`config.mk`:
```
export PLATFORM = sky130hd
export DESIGN_NAME = cmd_frame_tx
export DESIGN_NICKNAME = d
export VERILOG_FILES = /design/src/rtl/cmd_frame_pkg.sv /design/src/rtl/uart_byte_tx.sv /design/src/rtl/cmd_frame_tx.sv
export SDC_FILE = /design/constraint.sdc
export NUM_CORES = 1
export LEC_CHECK = 0
export CAP_MARGIN = 20
export CORE_MARGIN = 2
export CORE_UTILIZATION = 63
export DETAILED_ROUTE_END_ITERATION = 7
export DONT_BUFFER_PORTS = 1
export GPL_TIMING_DRIVEN = 0
export PLACE_DENSITY = 0.79
export SETUP_SLACK_MARGIN = 0.05
export SLEW_MARGIN = 20
export SYNTH_ARGS = -nofsm -noshare
export SYNTH_HDL_FRONTEND = slang
export SYNTH_SLANG_ARGS = --single-unit
```
`constraint.sdc`:
```
create_clock -name CLK -period 3.7 [get_ports CLK]
set_input_delay 0.37 -clock CLK [delete_from_list [all_inputs] [get_ports CLK]]
set_output_delay 0.37 -clock CLK [all_outputs]
set_load 0.01 [all_outputs]
```
`src/rtl/cmd_frame_pkg.sv`:
```
// cmd_frame_pkg: opcodes, command encodings, byte counts and FSM states for the command framer
package cmd_frame_pkg;
  typedef enum logic [1:0] {CMD_RF_WR = 2'd0, CMD_RF_RD = 2'd1, CMD_ALU_OP = 2'd2, CMD_ALU_NOP = 2'd3} cmd_type_t;
  localparam logic [7:0] OP_RF_WR = 8'hAA;
  localparam logic [7:0] OP_RF_RD = 8'hBB;
  localparam logic [7:0] OP_ALU_OP = 8'hCC;
  localparam logic [7:0] OP_ALU_NOP = 8'hDD;
  typedef enum logic [2:0] {B_IDLE, B_START, B_DATA, B_PARITY, B_STOP} bit_state_t;
  typedef enum logic [1:0] {F_IDLE, F_SEND, F_GAP} frame_state_t;
  function automatic logic [7:0] opcode(input logic [1:0] t);
    return t == CMD_RF_WR ? OP_RF_WR : t == CMD_RF_RD ? OP_RF_RD : t == CMD_ALU_OP ? OP_ALU_OP : OP_ALU_NOP;
  endfunction
  function automatic logic [2:0] byte_count(input logic [1:0] t);
    return t == CMD_RF_WR ? 3'd3 : t == CMD_ALU_OP ? 3'd4 : 3'd2;
  endfunction
endpackage

```
`src/rtl/uart_byte_tx.sv`:
```
// uart_byte_tx: serializes one byte (start, data LSB first, optional parity, stop) on a registered line
module uart_byte_tx
  import cmd_frame_pkg::*;
#(
  parameter int DATA_WIDTH = 8,
  parameter int PRESCALE_WIDTH = 5
) (
  input  logic                      CLK,
  input  logic                      RST,
  input  logic                      go,
  input  logic [DATA_WIDTH-1:0]     din,
  input  logic                      par_en,
  input  logic                      par_typ,
  input  logic [PRESCALE_WIDTH-1:0] p_last,
  output logic                      line,
  output logic                      byte_done
);
  localparam int BW = DATA_WIDTH > 1 ? $clog2(DATA_WIDTH) : 1;
  bit_state_t st, st_n;
  logic [PRESCALE_WIDTH-1:0] cnt, cnt_n;
  logic [BW-1:0] idx, idx_n;
  logic [DATA_WIDTH-1:0] data;
  logic tick, line_n;
  assign tick = cnt == p_last;
  assign byte_done = st == B_STOP && tick;
  always_comb begin
    st_n = st;
    idx_n = idx;
    cnt_n = (st == B_IDLE || tick) ? '0 : cnt + 1'b1;
    case (st)
      B_IDLE: st_n = go ? B_START : B_IDLE;
      B_START: if (tick) begin st_n = B_DATA; idx_n = '0; end
      B_DATA: if (tick) begin
        st_n = idx == BW'(DATA_WIDTH - 1) ? (par_en ? B_PARITY : B_STOP) : B_DATA;
        idx_n = idx + 1'b1;
      end
      B_PARITY: st_n = tick ? B_STOP : B_PARITY;
      default: st_n = tick ? (go ? B_START : B_IDLE) : B_STOP;
    endcase
    // line is registered, so it is driven from the state about to be entered
    line_n = st_n == B_START ? 1'b0 : st_n == B_DATA ? data[idx_n] : st_n == B_PARITY ? (^data ^ par_typ) : 1'b1;
  end
  always_ff @(posedge CLK or posedge RST) begin
    if (RST) begin
      st <= B_IDLE;
      cnt <= '0;
      idx <= '0;
      data <= '0;
      line <= 1'b1;
    end else begin
      st <= st_n;
      cnt <= cnt_n;
      idx <= idx_n;
      line <= line_n;
      if (go) data <= din;
    end
  end
endmodule

```
`src/rtl/cmd_frame_tx.sv`:
```
// cmd_frame_tx: sequences opcode and payload bytes of one command onto the UART line with idle gaps
module cmd_frame_tx
  import cmd_frame_pkg::*;
#(
  parameter int DATA_WIDTH = 8,
  parameter int PRESCALE_WIDTH = 5,
  parameter int GAP_BITS = 1
) (
  input  logic                      CLK,
  input  logic                      RST,
  input  logic                      cmd_valid,
  output logic                      cmd_ready,
  input  logic [1:0]                cmd_type,
  input  logic [DATA_WIDTH-1:0]     cmd_b1,
  input  logic [DATA_WIDTH-1:0]     cmd_b2,
  input  logic [DATA_WIDTH-1:0]     cmd_b3,
  input  logic                      PAR_EN,
  input  logic                      PAR_TYP,
  input  logic [PRESCALE_WIDTH-1:0] prescale,
  output logic                      TX_LINE,
  output logic                      busy,
  output logic                      frame_done
);
  localparam int GW = GAP_BITS > 1 ? $clog2(GAP_BITS) : 1;
  frame_state_t st, st_n;
  logic [1:0] type_q, idx, idx_n;
  logic [DATA_WIDTH-1:0] b1_q, b2_q, b3_q, byte_n;
  logic par_en_q, par_typ_q;
  logic [PRESCALE_WIDTH-1:0] p_last_q, pcnt, pcnt_n;
  logic [GW-1:0] gcnt, gcnt_n;
  logic accept, go, byte_done, done_n, final_byte;
  assign cmd_ready = st == F_IDLE;
  assign busy = !cmd_ready;
  assign accept = cmd_valid && cmd_ready;
  assign final_byte = {1'b0, idx} == byte_count(type_q) - 3'd1;
  always_comb begin
    st_n = st;
    idx_n = idx;
    pcnt_n = '0;
    gcnt_n = gcnt;
    go = 1'b0;
    done_n = 1'b0;
    case (st)
      F_IDLE: if (accept) begin st_n = F_SEND; idx_n = '0; go = 1'b1; end
      F_SEND: if (byte_done) begin
        if (final_byte) begin st_n = F_IDLE; done_n = 1'b1; end
        else if (GAP_BITS == 0) begin idx_n = idx + 1'b1; go = 1'b1; end
        else begin st_n = F_GAP; gcnt_n = '0; end
      end
      default: if (pcnt == p_last_q) begin
        if (gcnt == GW'(GAP_BITS - 1)) begin st_n = F_SEND; idx_n = idx + 1'b1; go = 1'b1; end
        else gcnt_n = gcnt + 1'b1;
      end else pcnt_n = pcnt + 1'b1;
    endcase
    // the opcode of a freshly accepted command comes straight from the inputs
    byte_n = accept ? DATA_WIDTH'(opcode(cmd_type)) : idx_n == 2'd1 ? b1_q : idx_n == 2'd2 ? b2_q : b3_q;
  end
  always_ff @(posedge CLK or posedge RST) begin
    if (RST) begin
      st <= F_IDLE;
      idx <= '0;
      pcnt <= '0;
      gcnt <= '0;
      frame_done <= 1'b0;
      type_q <= '0;
      b1_q <= '0;
      b2_q <= '0;
      b3_q <= '0;
      par_en_q <= 1'b0;
      par_typ_q <= 1'b0;
      p_last_q <= '1;
    end else begin
      st <= st_n;
      idx <= idx_n;
      pcnt <= pcnt_n;
      gcnt <= gcnt_n;
      frame_done <= done_n;
      if (accept) begin
        type_q <= cmd_type;
        b1_q <= cmd_b1;
        b2_q <= cmd_b2;
        b3_q <= cmd_b3;
        par_en_q <= PAR_EN;
        par_typ_q <= PAR_TYP;
        p_last_q <= prescale - 1'b1;
      end
    end
  end
  uart_byte_tx #(.DATA_WIDTH(DATA_WIDTH), .PRESCALE_WIDTH(PRESCALE_WIDTH)) u_byte (
    .CLK(CLK),
    .RST(RST),
    .go(go),
    .din(byte_n),
    .par_en(par_en_q),
    .par_typ(par_typ_q),
    .p_last(p_last_q),
    .line(TX_LINE),
    .byte_done(byte_done)
  );
endmodule
```
==> metrics.csv <==
stage,metric,value,unit
status,status,"complete, no violations",
worst_setup_path,path_buf_inv,1,
worst_setup_path,path_max_fanout,7,
drt,via_per_inst,5.565,
clocking,cts_resized,0,
clocking,cts_num_sinks,63,
clocking,cts_tree,built,
worst_setup_path,cp-end-kind,register,
worst_hold_path,hold_class,in2reg,
cells_and_area,drive_above_1_share,10.24,%
placed_design,gp_congestion,0.8899,
logic_synthesis,syn_avg_cell_area,9.127,um2
logic_synthesis,synth_ff_type,dfrtp_1,
floorplanning,die_y,75.51,um
worst_setup_path,crit_type,reg2reg,
logic_synthesis,synth_edf_count,0,
sta,maxSlewHeadroom,52.91,%
clocking,cts_root_buf,clkbuf_8,
run,drv_cap,0,
sta,tightestPinTransition,0.7031,ns
cells_and_area,syn2layout_area_growth,10.10,%
power_and_ir_drop,max-vdd-ir-drop,0.3581,mV
logic_synthesis,syn-instance-count,353,
worst_setup_path,critPathMaxStageDelay,0.63,ns
grt,grt_pass1_vias,2486,
drt,drc,0,
drt,drt_first_pass_iters,5,
cells_and_area,utilization,70.80,%
placed_design,dp_slack,0.6377,ns
worst_setup_path,rr_startpoint,p_last_q[0],
drt,drt_wl_total,6682,um
logic_synthesis,ys_ff_latch,63,
placed_design,place_area,3332,um2
sta,setup-tns-final,0,ns
cells_and_area,nets,408,
floorplanning,rows,26,
cells_and_area,final-seq-area,1584,um2
power_and_ir_drop,power.density,594.5,nW/um2
grt,grt_overflow,0,
worst_setup_path,reg2reg_depth,10,
logic_synthesis,yosys.area.top_type,dfrtp_1,
sta,finalHoldViolCount,0,
worst_setup_path,cp.arrival,3.38,ns
sta,max_freq,320.0,MHz
logic_synthesis,synth_cell_types,49,
logic_synthesis,synth_area,3222,um2
logic_synthesis,yosysWarnings,0,
cells_and_area,fin_area,3547,um2
drt,via_count,2454,
worst_setup_path,cp_slowest_cell,mux4_1,
logic_synthesis,synth_seq_area_share,49.17,%
sta,layout_min_cycle_time,3.125,ns
worst_setup_path,timing.rr.end,u_byte.line,
worst_setup_path,endpoint,u_byte.line,
cells_and_area,fillCellCount,417,
placed_design,hpwl,4846,um
logic_synthesis,synth.area.top_cells,"dfrtp_1, nand2_1, dfstp_2, xnor2_1, xor2_1",
floorplanning,io-pin-count,40,
floorplanning,core_area,5010,um2
clocking,cts_made_buffers,9,
placed_design,port_buffers,0,
clocking,cts.clk_slew.worst_paths,0.07,ns
worst_setup_path,path_cells,"xnor2_2, nand3_2, nor2_1, inv_1, ha_1, o22ai_1, a22oi_1, mux4_1, nor3b_1, nor4_2",
logic_synthesis,synth_top_cell_area_share,44.27,%
worst_setup_path,crit_family,simple AND/OR/NAND/NOR gates,
logic_synthesis,synthArstFlopShare,100.0,%
clocking,htree_levels,3,
sta,fin_skew,0.01055,ns
worst_setup_path,start_kind,register,
sta,setup_violations,0,
grt,antenna_found_initial,0,
sta,layout_setup_ws,0.5754,ns
logic_synthesis,synth_most_common_cell,nand2_1,
cells_and_area,multiInputGateArea,1516,um2
worst_setup_path,cp-startpoint,p_last_q[0],
drt,drt_iter0_drc,128,
worst_setup_path,critPathRequiredTime,3.96,ns
grt,grtUsageTotal,26.85,%
floorplanning,initial_core_util,64.31,%
worst_setup_path,rrSetupSlack,0.58,ns
floorplanning,die_w,75.51,um
logic_synthesis,syn-num-nets,395,
drt,wl_per_cell,15.15,um
sta,slew_violations,0,
sta,timing.final.crit_share,84.45,%
grt,grt_max_degree,36,
clocking,ctsLongestPathBuffers,2,
clocking,clk_latency,0.34,ns
floorplanning,die-area,5702,um2
logic_synthesis,synthTopCellsByCount,"nand2_1, dfrtp_1, nor2_1, inv_1, o21ai_0",
sta,rsz0062_at_grt,no,
power_and_ir_drop,p_leak,1.659,nW
cells_and_area,n_antenna_cell,0,
grt,grt_pass1_wl,11180,um
drt,ant_nets,0,
worst_setup_path,cp.depth,10,
-- worst min path at each step --
stage	startpoint	endpoint	slack, ns	depth (start not counted)
6_report	prescale[0]	p_last_q[0]	0.10	1
5_1_grt	prescale[0]	p_last_q[0]	0.11	1
4_1_cts	prescale[0]	p_last_q[0]	0.09	1
3_5_place_dp	RST	b1_q[4]	0.25	1
3_3_place_gp	b1_q[0]	b1_q[0]	0.45	2
2_1_floorplan	b1_q[0]	b1_q[0]	0.44	2
-- per-stage QoR --
| step | cells | hold WS [ns] | total power, W |
|---|---|---|---|
| after detailed placement | 424 | 0.2481 | 0.001512 |
| after global routing | 441 | 0.1058 | 0.002223 |
| after global placement | 423 | 0.4510 | 0.001481 |
| after CTS | 441 | 0.09430 | 0.002121 |
| after floorplan | 353 | 0.4369 | 0.001388 |
| final | 441 | 0.1018 | 0.002109 |
-- cells by family (layout without fill, tap and decap cells) --
logic type,after synthesis,in the layout,share of synthesized area [%]
AO/OA/AOI/OAI,50,50,11.03
flip-flops,63,63,49.17
buffers and inverters,32,50,3.767
multiplexers,9,9,3.495
XOR/XNOR,28,28,8.311
AND/OR/NAND/NOR,165,165,21.90
adder cells (fa/ha/maj),6,6,2.330
-- cells in the final DEF (no fill, tap or decap), drive strengths merged, types with 2 or more instances in the layout --
master,synthesis,routed
nor4,2,2
mux2,2,2
nor2,18,18
dfstp,6,6
nor2b,2,2
inv,17,18
nor3,5,5
dfrtp,57,57
buf,4,5
nor3b,2,2
o22ai,3,3
nand2b,4,4
a21oi,11,11
and2,2,2
nand2,113,113
and3,2,2
ha,6,6
nand3,10,10
xnor2,16,16
a222oi,2,2
a221oi,2,2
xor2,12,12
nand4,2,2
or4,2,2
mux2i,6,6
a22oi,2,2
clkinv,0,2
clkinvlp,0,2
o21ai,16,16
clkbuf,11,21
o31ai,3,3
-- metal layers --
layer	routed length, um	vias up	track usage, %
li1	-	1199	-
met5	0	-	0
met2	3477	68	47.54
met3	357	12	8.069
met4	121	0	11.11
met1	2727	1175	30.15
-- sequential cells by signal, summed over array words and instances, names as in the netlist, 3 cells and up --
signal	count
pcnt	5
p_last_q	5
u_byte.cnt	5
b3_q	8
u_byte.data	8
u_byte.idx	3
b1_q	8
b2_q	8
u_byte.st	3
-- where the power goes --
group / internal, W / switching [W]
clock: 0.000331 / 0.000277
sequential: 0.000808 / 0.000103
combinational: 0.000278 / 0.000312
-- what timing repair did --
item,in CTS,in global routing
setup buffers,0,0
hold endpoints to repair,27,0
hold buffers,1,0
-- layout make-up --
cell class,count,share of cell area (%)
repair buffers,2,0.8466
inverters,17,1.869
multi-input cells,258,42.75
flip-flops and latches,63,44.66
clock inverters,6,1.905
clock buffers,10,3.880
well taps,70,2.469
plain buffers,15,1.623
No activity file was read; power rests on OpenSTA's default activity.
